--- src/rtl/uart_pkg.sv ---
// rtl/uart_pkg.sv - shared UART types and helpers
package uart_pkg;

    typedef enum logic [1:0] {
        HALF_PERIOD,
        ONE_PERIOD,
        ONE_AND_HALF_PERIODS,
        TWO_PERIODS
    } stop_bit_mode_t;

    typedef enum logic [2:0] {
        RX_IDLE,
        RX_START,
        RX_DATA,
        RX_PARITY,
        RX_STOP,
        RX_FINISH
    } rx_state_t;

    function automatic logic [7:0] bit_reverse(input logic [7:0] d);
        logic [7:0] r;
        for (int i = 0; i < 8; i++) begin
            r[i] = d[7-i];
        end
        return r;
    endfunction

endpackage

--- src/rtl/uart_sync.sv ---
// rtl/uart_sync.sv - N-flop metastability synchronizer with configurable reset value
module uart_sync #(
    parameter int   N         = 2,
    parameter logic RESET_VAL = 1'b1
) (
    input  logic i_clk,
    input  logic i_nrst,
    input  logic i_d,
    output logic o_q
);

    logic [N-1:0] sync_q;

    always_ff @(posedge i_clk or negedge i_nrst) begin
        if (!i_nrst) begin
            sync_q <= {N{RESET_VAL}};
        end else begin
            sync_q <= {sync_q[N-2:0], i_d};
        end
    end

    assign o_q = sync_q[N-1];

endmodule

--- src/rtl/uart_rx.sv ---
// rtl/uart_rx.sv - oversampling UART receiver feeding the RX FIFO
module uart_rx
    import uart_pkg::*;
#(
    parameter int SYNC_STAGES = 2
) (
    input  logic           i_clk,
    input  logic           i_nrst,
    input  logic           i_rx,
    output logic           o_valid,
    output logic [7:0]     o_data,
    output logic           o_parity_err,
    output logic           o_frame_err,
    output logic           o_break,
    output logic           o_overrun_err,
    output logic           o_rx_status,
    output logic           o_rx_started,
    output logic           o_rts,
    input  logic           i_fifo_full,
    input  logic           i_hw_flow_control_enable,
    input  logic           i_parity_enable,
    input  stop_bit_mode_t i_stop_bit_mode,
    input  logic [31:0]    i_bit_length,
    input  logic           i_msb_first
);

    rx_state_t          state, state_nxt;
    logic               rx_s, rx_d, armed;
    logic [SYNC_STAGES:0] warm;
    logic [31:0]        bit_cnt, len_buf;
    logic               par_en_buf, msb_buf;
    stop_bit_mode_t     stop_mode_buf;
    logic [2:0]         bit_idx;
    logic [7:0]         shift_q, data_hold, rx_byte;
    logic               par_bit, stop_bit;
    logic               period_done, mid_sample, stop_sample;
    logic               fall, accept, skip_start;

    uart_sync #(.N(SYNC_STAGES), .RESET_VAL(1'b1)) u_sync (
        .i_clk  (i_clk),
        .i_nrst (i_nrst),
        .i_d    (i_rx),
        .o_q    (rx_s)
    );

    assign period_done = (bit_cnt >= len_buf);
    assign mid_sample  = (bit_cnt == {1'b0, len_buf[31:1]});
    assign stop_sample = (stop_mode_buf == HALF_PERIOD) ? mid_sample : period_done;
    assign fall        = armed & rx_d & ~rx_s;
    assign accept      = fall & ((state == RX_IDLE) || (state == RX_FINISH));
    // With a 1-clk bit the edge cycle is already the start-bit centre.
    assign skip_start  = accept & (i_bit_length == 32'd0);
    assign rx_byte     = msb_buf ? bit_reverse(shift_q) : shift_q;

    always_ff @(posedge i_clk or negedge i_nrst) begin
        if (!i_nrst) begin
            state <= RX_IDLE;
        end else begin
            state <= state_nxt;
        end
    end

    always_comb begin
        state_nxt = state;
        case (state)
            RX_IDLE, RX_FINISH: begin
                if (accept) begin
                    state_nxt = skip_start ? RX_DATA : RX_START;
                end else if (state == RX_FINISH) begin
                    state_nxt = RX_IDLE;
                end
            end
            RX_START:  if (mid_sample) state_nxt = rx_s ? RX_IDLE : RX_DATA;
            RX_DATA:   if (period_done && bit_idx == 3'd7) state_nxt = par_en_buf ? RX_PARITY : RX_STOP;
            RX_PARITY: if (period_done) state_nxt = RX_STOP;
            RX_STOP:   if (stop_sample) state_nxt = RX_FINISH;
            default:   state_nxt = RX_IDLE;
        endcase
    end

    always_comb begin
        o_valid       = (state == RX_FINISH) & ~i_fifo_full;
        o_overrun_err = (state == RX_FINISH) & i_fifo_full;
        o_data        = o_valid ? rx_byte : data_hold;
        o_parity_err  = o_valid & par_en_buf & (par_bit != ^rx_byte);
        o_frame_err   = o_valid & ~stop_bit;
        o_break       = o_valid & (rx_byte == 8'h00) & (~par_en_buf | ~par_bit) & ~stop_bit;
        o_rx_status   = (state != RX_IDLE);
        o_rx_started  = ((state == RX_START) & mid_sample & ~rx_s) | skip_start;
        o_rts         = i_hw_flow_control_enable ? ~i_fifo_full : 1'b1;
    end

    // A line held low through reset release must go high before it can start a frame.
    always_ff @(posedge i_clk or negedge i_nrst) begin
        if (!i_nrst) begin
            rx_d  <= 1'b1;
            warm  <= '0;
            armed <= 1'b0;
        end else begin
            rx_d  <= rx_s;
            warm  <= {warm[SYNC_STAGES-1:0], 1'b1};
            armed <= armed | (warm[SYNC_STAGES] & rx_s);
        end
    end

    always_ff @(posedge i_clk or negedge i_nrst) begin
        if (!i_nrst) begin
            bit_cnt       <= '0;
            len_buf       <= '0;
            par_en_buf    <= 1'b0;
            msb_buf       <= 1'b0;
            stop_mode_buf <= ONE_PERIOD;
            bit_idx       <= '0;
            shift_q       <= '0;
            par_bit       <= 1'b0;
            stop_bit      <= 1'b1;
            data_hold     <= '0;
        end else begin
            if (accept) begin
                len_buf       <= i_bit_length;
                par_en_buf    <= i_parity_enable;
                msb_buf       <= i_msb_first;
                stop_mode_buf <= i_stop_bit_mode;
                bit_idx       <= '0;
                par_bit       <= 1'b0;
            end
            if (state == RX_IDLE || accept || (state == RX_START && mid_sample) || period_done) begin
                bit_cnt <= '0;
            end else begin
                bit_cnt <= bit_cnt + 32'd1;
            end
            if (state == RX_DATA && period_done) begin
                shift_q <= {rx_s, shift_q[7:1]};
                bit_idx <= bit_idx + 3'd1;
            end
            if (state == RX_PARITY && period_done) begin
                par_bit <= rx_s;
            end
            if (state == RX_STOP && stop_sample) begin
                stop_bit <= rx_s;
            end
            if (state == RX_FINISH && !i_fifo_full) begin
                data_hold <= rx_byte;
            end
        end
    end

endmodule
--- config.mk ---
export PLATFORM = sky130hd
export DESIGN_NAME = uart_rx
export DESIGN_NICKNAME = d
export VERILOG_FILES = /design/src/rtl/uart_pkg.sv /design/src/rtl/uart_sync.sv /design/src/rtl/uart_rx.sv
export SDC_FILE = /design/constraint.sdc
export NUM_CORES = 1
export LEC_CHECK = 0
export ABC_AREA = 0
export ABC_CLOCK_PERIOD_IN_PS = 6500
export CORE_MARGIN = 3
export CORE_UTILIZATION = 48
export DETAILED_ROUTE_END_ITERATION = 8
export HOLD_SLACK_MARGIN = 0.06
export PLACE_DENSITY = 0.73
export SLEW_MARGIN = 20
export SYNTH_ARGS = -nofsm -noshare
export SYNTH_HDL_FRONTEND = slang
export SYNTH_SLANG_ARGS = --single-unit
--- constraint.sdc ---
create_clock -name i_clk -period 6.5 [get_ports i_clk]
set_input_delay 1.3 -clock i_clk [delete_from_list [all_inputs] [get_ports i_clk]]
set_output_delay 1.3 -clock i_clk [all_outputs]
set_load 0.01 [all_outputs]
==> impl_results.md, run 1 <==
* Number of global-route vias before repair at 4271
* Residual DRC at 0
* CP Launch Type: input pin
* Compound-Gate Fraction of Synth Area at 6.55%
* Synthesized Nets at 616
* VDD IR max at 0.161 mV
* Drt pass-1 iters at 4
* Die W at 114 um
* Met2 usage at 32.9%
* Final period demand of the worst path at 4770 ps
* Type of the worst setup path: in2out
* Row Count at 38
* Layout Utilization at 59.1%
* Final worst slack at 1730 ps
* Worst slack at placement at 1580 ps
* Max-cap violations at 0
* Post-CTS Setup Inserts at 0
* Hold Path Depth at 0
* R2R Setup Slk at 3580 ps
* WL/cell at 15.9 um
* CP max FO at 2
* Simple-Gate Fraction of Synth Area at 14.5%
* Post-Synthesis Mean Instance Area at 10.4 um^2
* Worst setup startpoint: i_bit_length[28]
* Total global routing overflow at 0
* Vias per cell at 5.52
* # H-tree levels at 3
* Port buffer count at 56
* M3 GR Usage at 5.36%
* Adder-cell share of the synthesized area at 8.72%
* Largest net degree at the start of global routing at 65
* Chip Height at 114 um
* Status: complete, no violations
* Hold Crit Class: reg2reg
* R2R cell count at 9
* Vias at 4064
* Die Footprint at 13000 um^2
* Yosys reg bits at 99
* Layout cells sized above 1 at 12.4%
* Grt peak-use layer: met2
* Yosys warnings at 0
* Cell area after layout at 6580 um^2
* Ports at 57
* Top_reg_cell synth: dfrtp_1
* Final Skew at 7.82 ps
* DRT Wirelength at 11700 um
* Slew headroom at 37.4%
* Critical Path End: o_rx_started
* Synth unique cells at 48
* Fin. max-slew vios at 0
* RSZ-0062 raised after global routing: no
* Fin crit share at 73.4%
* Reg2reg start: bit_cnt[0]$_DFF_PN0_
* Required @ worst endpoint at 5200 ps
* Clock slew at reported path FFs at 60 ps
* Final net count at 671
* Arr. time, crit path at 3470 ps
* CTS tree: done
* Setup Viol. Count Final at 0
* Worst-Skew Late Latency at 350 ps
* Post-route ant nets at 0
* Combinational family with the most area after synthesis: simple AND/OR/NAND/NOR gates
* Core ar. at 11100 um^2
* Max Fclk at 0.210 GHz
* Final hold vios at 0
* Post-synthesis async set-or-reset flop share at 100%
* RR Endpoint: shift_q[7]$_DFFE_PN0P_
* Post-synthesis mux area share at 11.5%
* CTS root buf: clkbuf_16
* Gr usage total at 19.4%
* Initial antenna violation count at 0
* Clock sinks at 99
* Initial Util at 50.3%
* Worst slew pin tran at 936 ps
* Leak Pwr at 0.00321 uW
* Number of buffers created by CTS at 9
* Post-synth EDFFs at 0
* Hold buffer count at cts at 0
* Layout area overhead at 17.5%
* DP Area at 6290 um^2
* P per Cell Area at 190 nW/um^2
* Placer Congestion at 0.925
* Antenna diodes at 0
* CP endpoint kind: output pin
* Post-detail-place hpwl at 8870 um
* Post-Syn Area at 5600 um^2
* First-pass GRT wire length at 20000 um
* Seq/Total Area, Yosys at 44.4%
* Number of DRC markers in iteration 0 at 210
* Synth Instances at 536
* Xor and xnor fraction of the mapped netlist area at 10.3%
* Post-CTS resize count at 0
* Max clock buf depth at 2
* Setup TNS at 0 ps
* Met1 Use GR at 24.4%
==> cells in the mapped netlist (2+ instances only) <==
cell type  count  share of area, %
a21o_1         7              0.94
a21oi_1       21               1.9
a31oi_1        2              0.22
and2_1         2              0.22
and3_1        11               1.2
buf_2          3              0.27
clkbuf_1      11              0.74
dfrtp_1       94                42
dfstp_2        5               2.3
ha_1          39               8.7
inv_1         42               2.8
mux2_2        37               7.4
mux2_4         7               1.9
mux2i_1       12               2.1
nand2_1       24               1.6
nand3_1       25               2.2
nand3b_1       2              0.27
nand4_1       14               1.6
nor2_1        54               3.6
nor2b_1        3              0.34
nor3_1         5              0.45
nor4_1        16               1.8
o21a_1         2              0.27
o21ai_0        5              0.45
o21ai_1        2              0.18
o21bai_1       2              0.27
or3_1          4              0.45
xnor2_1       12               1.9
xor2_1        54               8.5
==> metrics by stage <==
stage          cells  hold WS [ps]  total power [uW]
3_3_place_gp     720           332               746
3_5_place_dp     720           336               750
5_1_grt          736           359              1300
6_report         736           346              1250
4_1_cts          736           350              1260
2_1_floorplan    536           331               691
==> per-layer routing <==
metal,vias to the layer above,wire (um),share of wire [%]
met5,-,0,0
met4,0,174,1.5
met3,14,611,5.2
met2,85,5840,50
met1,2007,5080,43
li1,1958,-,-
==> report_power, final <==
group,leakage [uW],internal (uW),switching [uW]
combinational,0.00184,48.8,40.8
sequential,0.00123,633,14.8
clock,0.000142,281,232
total,0.00321,963,287
==> layout by cell type, fill, tap and decap left out, types with 7 or more instances in the layout <==
master and count:
nand4_1 14, mux2_4 7, inv_1 42, and3_1 11, nor2_1 54, xnor2_1 12
a21oi_1 21, clkdlybuf4s50_1 55, nand3_1 25, ha_1 39, nand2_1 24, a21o_1 7
xor2_1 54, clkbuf_16 9, mux2_2 37, mux2i_1 12, nor4_1 16, dfrtp_1 94
==> worst min path at each step <==
stage | startpoint | endpoint | slack, ps
floorplan | warm[0]$_DFF_PN0_ | warm[1]$_DFF_PN0_ | 330
global placement | warm[1]$_DFF_PN0_ | warm[2]$_DFF_PN0_ | 330
detailed placement | warm[0]$_DFF_PN0_ | warm[1]$_DFF_PN0_ | 340
CTS | warm[1]$_DFF_PN0_ | warm[2]$_DFF_PN0_ | 350
global route | warm[0]$_DFF_PN0_ | warm[1]$_DFF_PN0_ | 360
finish | warm[0]$_DFF_PN0_ | warm[1]$_DFF_PN0_ | 350
==> cells by family after synthesis <==
family / after synthesis
and+or+nand+nor: 164
adders and majority gates: 39
muxes: 56
DFF: 99
xor gates and xnor gates: 66
AOI/OAI and AO/OA: 54
buffers and inverters: 57
other: 1
==> sequential cells by signal, indices dropped and copies added (netlist names), 2 cells and up <==
signal and count:
bit_cnt 32, u_sync.sync_q 2, len_buf 32, warm 3, data_hold 8, state 3
shift_q 8, bit_idx 3, stop_mode_buf 2
==> critical path, stage by stage <==
cell and delay, ps:
clkdlybuf4s50_1 430, nor4_1 520, nand4_1 230, nor2_1 230, nand3_1 130, nand2_1 90, clkdlybuf4s50_1 530
==> area by class of cell <==
type	instances	area, um^2
Fill cell	957	4550
Multi-Input combinational cell	380	2890
Sequential cell	99	2480
Timing Repair Buffer	59	581
Clock buffer	11	253
Tap cell	140	175
Inverter	42	158
Clock inverter	5	35.0
(Power assumes the default switching activity.)
==> run 2, diff against run 1 <==
--- a/config.mk
+++ b/config.mk
@@ -6,7 +6,7 @@
 export NUM_CORES = 1
 export LEC_CHECK = 0
 export ABC_AREA = 0
-export ABC_CLOCK_PERIOD_IN_PS = 6500
+export ABC_CLOCK_PERIOD_IN_PS = 4400
 export CORE_MARGIN = 3
 export CORE_UTILIZATION = 48
 export DETAILED_ROUTE_END_ITERATION = 8
==> constraint.sdc (replaced) <==
create_clock -name i_clk -period 4.4 [get_ports i_clk]
set_input_delay 0.88 -clock i_clk [delete_from_list [all_inputs] [get_ports i_clk]]
set_output_delay 0.88 -clock i_clk [all_outputs]
set_load 0.01 [all_outputs]
==> impl_results.md, run 2 (synthesis gave the netlist of run 1 again) <==
* Placed Cells at 722
* R2R Setup Slk at 1530 ps
* Die Footprint at 13000 um^2
* Non-Filler Instances at 738
* Placer Congestion at 0.885
* Most common cell after layout, fill and taps aside: dfrtp_1
* P per Cell Area at 286 nW/um^2
* Total global routing overflow at 0
* CTS root buf: clkbuf_16
* Max clock buf depth at 2
* Largest net degree at the start of global routing at 71
* Final net count at 673
* DRT Wirelength at 11900 um
* CP Launch Type: input pin
* Setup Viol. Count Final at 0
* CP max FO at 2
* Number of DRC markers in iteration 0 at 225
* R2R cell count at 9
* Hold EP: warm[2]$_DFF_PN0_
* Post-CTS Setup Inserts at 0
* Worst slack at placement at 294 ps
* Final Skew at 12.5 ps
* Residual DRC at 0
* Fill cells at 952
* Core ar. at 11100 um^2
* Post-route ant nets at 0
* Fin crit share at 91.6%
* Chip Height at 114 um
* Hold Crit Class: reg2reg
* Max Fclk at 0.248 GHz
* Leak Pwr at 0.00321 uW
* CTS tree: done
* Vias per cell at 5.46
* Hold Path Depth at 0
* Row Count at 38
* Worst-Skew Late Latency at 360 ps
* Layout Utilization at 59.3%
* Final period demand of the worst path at 4030 ps
* Drt pass-1 iters at 4
* Initial antenna violation count at 0
* Number of buffers created by CTS at 9
* Layout cells sized above 1 at 12.5%
* Worst slew pin tran at 877 ps
* Type of the worst setup path: in2out
* Commonest non-fill, non-tap cells in the layout: dfrtp_1 (94), clkdlybuf4s50_1 (55), xor2_1 (54), nor2_1 (54), inv_1 (42)
* Reg2reg start: bit_cnt[0]$_DFF_PN0_
* Ports at 57
* Hold buffer count at cts at 0
* Post-CTS resize count at 0
* Critical path, cell by cell: clkdlybuf4s50_1 -> nor4_1 -> nand4_1 -> nor2_1 -> nand3_1 -> nand2_1 -> clkdlybuf4s50_1
* Final hold vios at 0
* Clock slew at reported path FFs at 70 ps
* Final worst slack at 368 ps
* First-pass GRT wire length at 20000 um
* Number of global-route vias before repair at 4195
* Setup TNS at 0 ps
* CP endpoint kind: output pin
* RSZ-0062 raised after global routing: no
* Required @ worst endpoint at 3520 ps
* Antenna diodes at 0
* Clock sinks at 99
* CP max stage cell: nor4_1
* Post-detail-place hpwl at 8900 um
* Biggest regs: bit_cnt: 32 flops, len_buf: 32 flops
* Worst hold start: warm[1]$_DFF_PN0_
* Arr. time, crit path at 3150 ps
* Status: complete, no violations
* Max-cap violations at 0
* Initial Util at 50.3%
* Port buffer count at 56
* RR Endpoint: shift_q[7]$_DFFE_PN0P_
* Die W at 114 um
* Fin. max-slew vios at 0
* # H-tree levels at 3
* CP dominant cell by count: clkdlybuf4s50_1
* Vias at 4027
* Worst path max stage delay at 610 ps
* Gr usage total at 19.4%
* WL/cell at 16.1 um
* VDD IR max at 0.290 mV
* Layout area overhead at 17.9%
* Slew headroom at 41.5%
## run 2: per-layer routing
layer | vias up | GRT usage (%) | share of wire [%]
li1 | 1966 | - | -
met1 | 1982 | 25.9 | 45
met2 | 64 | 31.1 | 49
met3 | 15 | 4.46 | 4.1
met4 | 0 | 6.73 | 1.8
met5 | - | 0 | 0
## run 2: report_power, final
part / switching (uW) / internal, uW / total [uW]
logic: 60.4 / 72.0 / 132
clock network: 354 / 442 / 796
registers: 22.1 / 935 / 957
## run 2: area by class of cell
| cell class | instances | area (um^2) | area share [%] |
|---|---|---|---|
| Clock buffer | 10 | 229 | 3.47 |
| Clock inverter | 6 | 66.3 | 1.00 |
| Inverter | 42 | 158 | 2.39 |
| Multi-Input combinational cell | 380 | 2890 | 43.8 |
| Sequential cell | 99 | 2480 | 37.6 |
| Tap cell | 140 | 175 | 2.65 |
| Timing Repair Buffer | 61 | 596 | 9.03 |
## run 2: worst max-delay path by stage
stage / startpoint / to / slack [ps] / depth (start not counted)
6_report: i_bit_length[25] / o_rx_started / 370 / 7
5_1_grt: i_bit_length[28] / o_rx_started / 270 / 7
4_1_cts: i_bit_length[25] / o_rx_started / 280 / 7
3_5_place_dp: i_bit_length[25] / o_rx_started / 290 / 7
3_3_place_gp: i_bit_length[25] / o_rx_started / 290 / 7
2_1_floorplan: msb_buf$_DFFE_PN0P_ / o_parity_err / 1650 / 7
## run 2: worst max-delay path: cells and delay by family
kind,cells,cell delay [ps]
buffers and inverters,2,950
AND/OR/NAND/NOR,5,1320
## run 2: stage by stage
step	hold WS (ps)	area [um^2]	power, uW
floorplan	331	5600	1020
global placement	332	6300	1100
detailed placement	336	6300	1110
CTS	346	6600	1900
global route	347	6600	1950
finish	344	6600	1890
==> run 3, diff against run 2 <==
--- a/config.mk
+++ b/config.mk
@@ -12,6 +12,7 @@
 export DETAILED_ROUTE_END_ITERATION = 8
 export HOLD_SLACK_MARGIN = 0.06
 export PLACE_DENSITY = 0.73
+export SKIP_LAST_GASP = 1
 export SLEW_MARGIN = 20
 export SYNTH_ARGS = -nofsm -noshare
 export SYNTH_HDL_FRONTEND = slang
==> results of run 3 <==
No change in the layout: final DEF, timing and power equal those of run 2.
